$ cat config.mk
export PLATFORM = sky130hd
export DESIGN_NAME = mem_access_unit
export DESIGN_NICKNAME = d
export VERILOG_FILES = /design/src/rtl/mem_access_unit.sv
export SDC_FILE = /design/constraint.sdc
export NUM_CORES = 1
export LEC_CHECK = 0
export CORE_ASPECT_RATIO = 0.6
export CORE_MARGIN = 2
export CORE_UTILIZATION = 45
export DETAILED_ROUTE_END_ITERATION = 16
export PLACE_DENSITY = 0.77
export SYNTH_ARGS = -nofsm -noshare
export SYNTH_HDL_FRONTEND = slang
export SYNTH_SLANG_ARGS = --single-unit
$ cat constraint.sdc
create_clock -name clk_i -period 3.7 [get_ports clk_i]
set_input_delay 0.37 -clock clk_i [delete_from_list [all_inputs] [get_ports clk_i]]
set_output_delay 0.37 -clock clk_i [all_outputs]
set_load 0.02 [all_outputs]
$ cat src/rtl/mem_access_unit.sv
// mem_access_unit
//   Initiator-side controller for a word-wide, byte-addressed data memory.
//   Turns lb/lbu/lh/lhu/lw/sb/sh/sw requests into aligned word accesses.
//   Sub-word stores are done as read-modify-write (RD then WR).
//
//   Optional feature macro: MEM_MISALIGN_TRAP_EN
//     defined   : misaligned half/word and size 11 complete at once with err_o
//                 and no memory cycle.
//     undefined : err_o is always 0, offending low address bits are ignored,
//                 and size 11 behaves as a word access.
//
// Ports
//   clk_i, rst_i          clock, synchronous active-low reset
//   req_i                 request valid (sampled in IDLE only)
//   we_i, size_i          store/load, 00 byte / 01 half / 10 word / 11 reserved
//   unsigned_i            zero-extend (1) or sign-extend (0) load data
//   addr_i, wdata_i       byte address, right-justified store data
//   busy_o, done_o        in flight, one-cycle completion pulse
//   rdata_o, err_o        extended load data, misalignment flag
//   mem_addr_o            word-aligned memory address
//   mem_data_o            merged write word
//   mem_read_o            memory read enable
//   mem_write_o           memory write enable
//   mem_data_i            memory read data (combinational from mem_addr_o)
module mem_access_unit #(
    parameter int ADDR_W = 32,
    parameter int DATA_W = 32
) (
    input  logic              clk_i,
    input  logic              rst_i,
    input  logic              req_i,
    input  logic              we_i,
    input  logic [1:0]        size_i,
    input  logic              unsigned_i,
    input  logic [ADDR_W-1:0] addr_i,
    input  logic [DATA_W-1:0] wdata_i,
    output logic              busy_o,
    output logic              done_o,
    output logic [DATA_W-1:0] rdata_o,
    output logic              err_o,
    output logic [ADDR_W-1:0] mem_addr_o,
    output logic [DATA_W-1:0] mem_data_o,
    output logic              mem_read_o,
    output logic              mem_write_o,
    input  logic [DATA_W-1:0] mem_data_i
);

    typedef enum logic [1:0] {IDLE, RD, WR, RESP} state_t;

    state_t            state_q, state_d;
    logic              we_q, we_d;
    logic [1:0]        size_q, size_d;
    logic              uns_q, uns_d;
    logic [1:0]        lane_q, lane_d;
    logic [DATA_W-1:0] wdata_q, wdata_d;
    logic [ADDR_W-1:0] mem_addr_q, mem_addr_d;
    logic [DATA_W-1:0] mem_data_q, mem_data_d;
    logic [DATA_W-1:0] rdata_q, rdata_d;
    logic              err_q, err_d;

    logic              misalign;
    logic [4:0]        byte_sh, half_sh;
    logic [DATA_W-1:0] rd_byte, rd_half, load_val, merged;

`ifdef MEM_MISALIGN_TRAP_EN
    assign misalign = (size_i == 2'b01 && addr_i[0]) ||
                      (size_i == 2'b10 && addr_i[1:0] != 2'b00) ||
                      (size_i == 2'b11);
`else
    assign misalign = 1'b0;
`endif

    // Lane shift amounts; halfword uses only addr[1], so a stray addr[0]
    // is ignored when the trap is not built in.
    assign byte_sh = {lane_q, 3'b000};
    assign half_sh = {lane_q[1], 4'b0000};

    assign rd_byte = mem_data_i >> byte_sh;
    assign rd_half = mem_data_i >> half_sh;

    always_comb begin
        load_val = mem_data_i;
        merged   = wdata_q;
        case (size_q)
            2'b00: begin
                load_val = {{(DATA_W-8){~uns_q & rd_byte[7]}}, rd_byte[7:0]};
                merged   = (mem_data_i & ~(DATA_W'(8'hFF) << byte_sh)) |
                           (DATA_W'(wdata_q[7:0]) << byte_sh);
            end
            2'b01: begin
                load_val = {{(DATA_W-16){~uns_q & rd_half[15]}}, rd_half[15:0]};
                merged   = (mem_data_i & ~(DATA_W'(16'hFFFF) << half_sh)) |
                           (DATA_W'(wdata_q[15:0]) << half_sh);
            end
            default: begin
                load_val = mem_data_i;
                merged   = wdata_q;
            end
        endcase
    end

    always_comb begin
        state_d    = state_q;
        we_d       = we_q;
        size_d     = size_q;
        uns_d      = uns_q;
        lane_d     = lane_q;
        wdata_d    = wdata_q;
        mem_addr_d = mem_addr_q;
        mem_data_d = mem_data_q;
        rdata_d    = rdata_q;
        err_d      = err_q;
        case (state_q)
            IDLE: begin
                if (req_i) begin
                    we_d       = we_i;
                    size_d     = size_i;
                    uns_d      = unsigned_i;
                    lane_d     = addr_i[1:0];
                    wdata_d    = wdata_i;
                    mem_addr_d = {addr_i[ADDR_W-1:2], 2'b00};
                    // A word store needs no read; its write word is ready now.
                    mem_data_d = wdata_i;
                    if (misalign) begin
                        err_d   = 1'b1;
                        state_d = RESP;
                    end else if (we_i && size_i[1]) begin
                        state_d = WR;
                    end else begin
                        state_d = RD;
                    end
                end
            end
            RD: begin
                if (we_q) begin
                    mem_data_d = merged;
                    state_d    = WR;
                end else begin
                    rdata_d = load_val;
                    state_d = RESP;
                end
            end
            WR:      state_d = RESP;
            default: begin
                err_d   = 1'b0;
                state_d = IDLE;
            end
        endcase
    end

    always_ff @(posedge clk_i) begin
        if (!rst_i) begin
            state_q    <= IDLE;
            we_q       <= 1'b0;
            size_q     <= 2'b00;
            uns_q      <= 1'b0;
            lane_q     <= 2'b00;
            wdata_q    <= '0;
            mem_addr_q <= '0;
            mem_data_q <= '0;
            rdata_q    <= '0;
            err_q      <= 1'b0;
        end else begin
            state_q    <= state_d;
            we_q       <= we_d;
            size_q     <= size_d;
            uns_q      <= uns_d;
            lane_q     <= lane_d;
            wdata_q    <= wdata_d;
            mem_addr_q <= mem_addr_d;
            mem_data_q <= mem_data_d;
            rdata_q    <= rdata_d;
            err_q      <= err_d;
        end
    end

    // Strobes decode straight from the state register.
    assign busy_o      = (state_q != IDLE);
    assign done_o      = (state_q == RESP);
    assign mem_read_o  = (state_q == RD);
    assign mem_write_o = (state_q == WR);
    assign err_o       = err_q;
    assign rdata_o     = rdata_q;
    assign mem_addr_o  = mem_addr_q;
    assign mem_data_o  = mem_data_q;

endmodule
==> impl_metrics.py <==
metrics = {
    "status": {
        "status": "finished clean",
    },
    "grt": {
        "grt_pass1_vias": 6201,
        "grt.total_usage_pct": 28.1,
        "gr-usage-met1_pct": 43.7,
        "antenna_found_initial": 0,
        "grt_pass1_wl_um": 35300,
        "top_usage_layer": "met1",
        "use_met3_pct": 7.20,
        "met2_usage_pct": 38.4,
        "grt_overflow": 0,
        "grt_max_degree": 83,
    },
    "setup_path": {
        "crit_path_max_fanout": 13,
        "crit_required_ns": 3.95,
        "start_kind": "register",
        "path_class": "register to register",
        "arrival_ns": 2.69,
        "end_kind": "register",
    },
    "sta": {
        "finalSetupViolations": 0,
        "fmax_mhz": 409,
        "finalCriticalPeriod_ns": 2.45,
        "worstMarginPinSlew_ns": 1.20,
        "tns_ns": 0,
        "hold_violations": 0,
        "hold_ws_ns": 0.460,
        "finClkSkew_ns": 0.0118,
        "max_slew_margin_pct": 19.5,
        "drv_slew": 0,
        "rsz0062_at_grt": "false",
        "period_share_pct": 66.1,
    },
    "detailed_routing": {
        "via_count": 6684,
        "antenna_left": 0,
        "drt_first_pass_iters": 5,
        "avgViaCountPerCell": 5.80,
        "routed_wl_um": 22400,
        "drtIter0Drc": 615,
        "drc_errors": 0,
        "routedWlPerCell_um": 19.4,
    },
    "cts": {
        "cts_tree": "built",
        "root_buffer": "clkbuf_16",
        "cts_resized": 0,
        "clock_sinks": 134,
        "path_clk_slew_ns": 0.07,
        "cts_buffers": 17,
        "cts-htree-levels": 4,
        "cts_setup_buffers": 0,
        "cts_hold_buffers": 0,
        "clockBufferDepth": 2,
        "insertion_delay_ns": 0.43,
    },
    "logic_synthesis": {
        "syn-instance-count": 785,
        "yosysWarnings": 0,
        "synth_ff_type": "dfxtp_1",
        "synth_top_cell_by_area": "dfxtp_1",
        "synth_seq_cells": 134,
        "synth_cell_types": 50,
        "synth_area_leaders": "dfxtp_1 40%, nand2_1 11%, a21boi_0 8.7%",
        "yosysMostFrequentCell": "nand2_1",
        "syn-mean-instance-area_um2": 8.57,
        "yosysSeqAreaShare_pct": 39.9,
        "synth_edf_count": 0,
        "async_flop_share_pct": 0,
        "synth_common_cells": "190 x nand2_1, 134 x dfxtp_1, 78 x a21boi_0",
        "synth_area_um2": 6730,
        "synthDominantCellAreaShare_pct": 39.9,
    },
    "finish": {
        "n_antenna_cell": 0,
        "layout-drive-gt1-share_pct": 9.54,
        "syn_to_final_growth_pct": 38.8,
        "nets": 1048,
    },
    "power_and_ir_drop": {
        "switching_power_mw": 2.77,
        "p_sw_share_pct": 39.9,
        "p_leak_nw": 3.57,
        "p_comb_share_pct": 44.3,
        "clock_power_share_pct": 24.6,
        "power.density_nw_per_um2": 744,
        "max-vdd-ir-drop_v": 0.000430,
        "p_int_mw": 4.17,
        "pwr-share-seq_pct": 31.1,
    },
    "floorplan": {
        "die_y_um": 98.7,
        "core_um2": 14500,
        "start_util_pct": 46.2,
        "dieArea_um2": 16000,
        "io_pins": 204,
        "rows": 34,
        "die_x_um": 162,
    },
    "placement": {
        "routabilityCongestion": 0.953,
        "hpwl_um": 15800,
        "portBuffers": 200,
    },
    "hold_path": {
        "holdCritPathClass": "register to register",
    },
    "job": {
        "drv_cap": 0,
    },
}
## cell families (layout without fill, tap and decap cells)
logic type	Yosys count	count (layout)	share of synthesized area [%]
other	1	3	0.0557
AO/OA/AOI/OAI	303	303	32.9
adder cells (fa/ha/maj)	4	4	0.744
flip-flops	134	134	39.9
multiplexers	43	43	7.85
AND/OR/NAND/NOR	214	214	12.9
buffers and inverters	86	253	5.67
## cell usage in the layout (no fill, tap or decap), drive strengths merged, types with 3 or more instances in the layout
cell type,instances
nor2b,5
ha,4
clkdlybuf4s50,199
mux4,7
a22oi,16
a21boi,78
clkinv,7
nor2,5
a21o,24
dfxtp,134
a21oi,32
o2111ai,16
clkbuf,17
mux2i,28
nand2,190
o21ai,65
a32o,24
a31oi,8
a31o,8
a22o,8
inv,11
mux2,8
buf,15
o221ai,8
conb,3
o211ai,9
## layout make-up
cell class	instances	area, um^2
inverter	7	26.3
fill	1243	5210
clock inverter	15	170
multi-input combinational	567	3680
sequential	134	2680
clock buffer	17	425
timing repair buffer	214	2100
tap	198	248
## critical path: stages, from the launching register on
cell	delay (ns)
dfxtp_1	0.33
inv_1	0.10
ha_1	0.45
inv_1	0.23
a311oi_1	1.00
a21oi_1	0.15
## flip-flops by register name, indices dropped and copies added, names as in the netlist
signal	count
rdata_o	32
mem_data_o	32
wdata_q	32
state_q	2
we_q	1
lane_q	2
uns_q	1
mem_addr_o	30
size_q	2
## power by group through the flow
stage	registers, mW	clock network, mW	logic (mW)
6_report	2.16	1.71	3.08
3_3_place_gp	2.16	0	3.02
2_1_floorplan	2.46	0	1.52
5_1_grt	2.21	1.80	3.32
3_5_place_dp	2.17	0	3.04
4_1_cts	2.15	1.73	3.07
## routing by layer
metal / vias up / wire length (um)
met2: 336 / 8930
met1: 3178 / 10900
met4: 0 / 261
li1: 3145 / -
met3: 25 / 2260
met5: - / 0
## through the flow
stage / area, um^2 / total power, mW / utilization, % / std cells / worst slack, ns
after global placement: 8740 / 5.19 / 60.1 / 1120 / 1.18
after floorplan: 6740 / 3.99 / - / 787 / 1.65
after CTS: 9340 / 6.95 / 64.2 / 1152 / 1.32
final: 9340 / 6.95 / 64.2 / 1152 / 1.25
after global routing: 9340 / 7.33 / 64.2 / 1152 / 1.13
after detailed placement: 8740 / 5.22 / 60.1 / 1120 / 1.17
## final timing paths
| path | startpoint | endpoint | slack, ns | depth (start not counted) |
|---|---|---|---|---|
| max | state_q[1] | rdata_o[11] | 1.25 | 5 |
| min | mem_addr_o[3] | mem_addr_o[3] | 0.46 | 2 |
| max reg2reg | state_q[1] | rdata_o[11] | 1.25 | 5 |
| min reg2reg | mem_addr_o[3] | mem_addr_o[3] | 0.46 | 2 |
(Power assumes the default switching activity.)
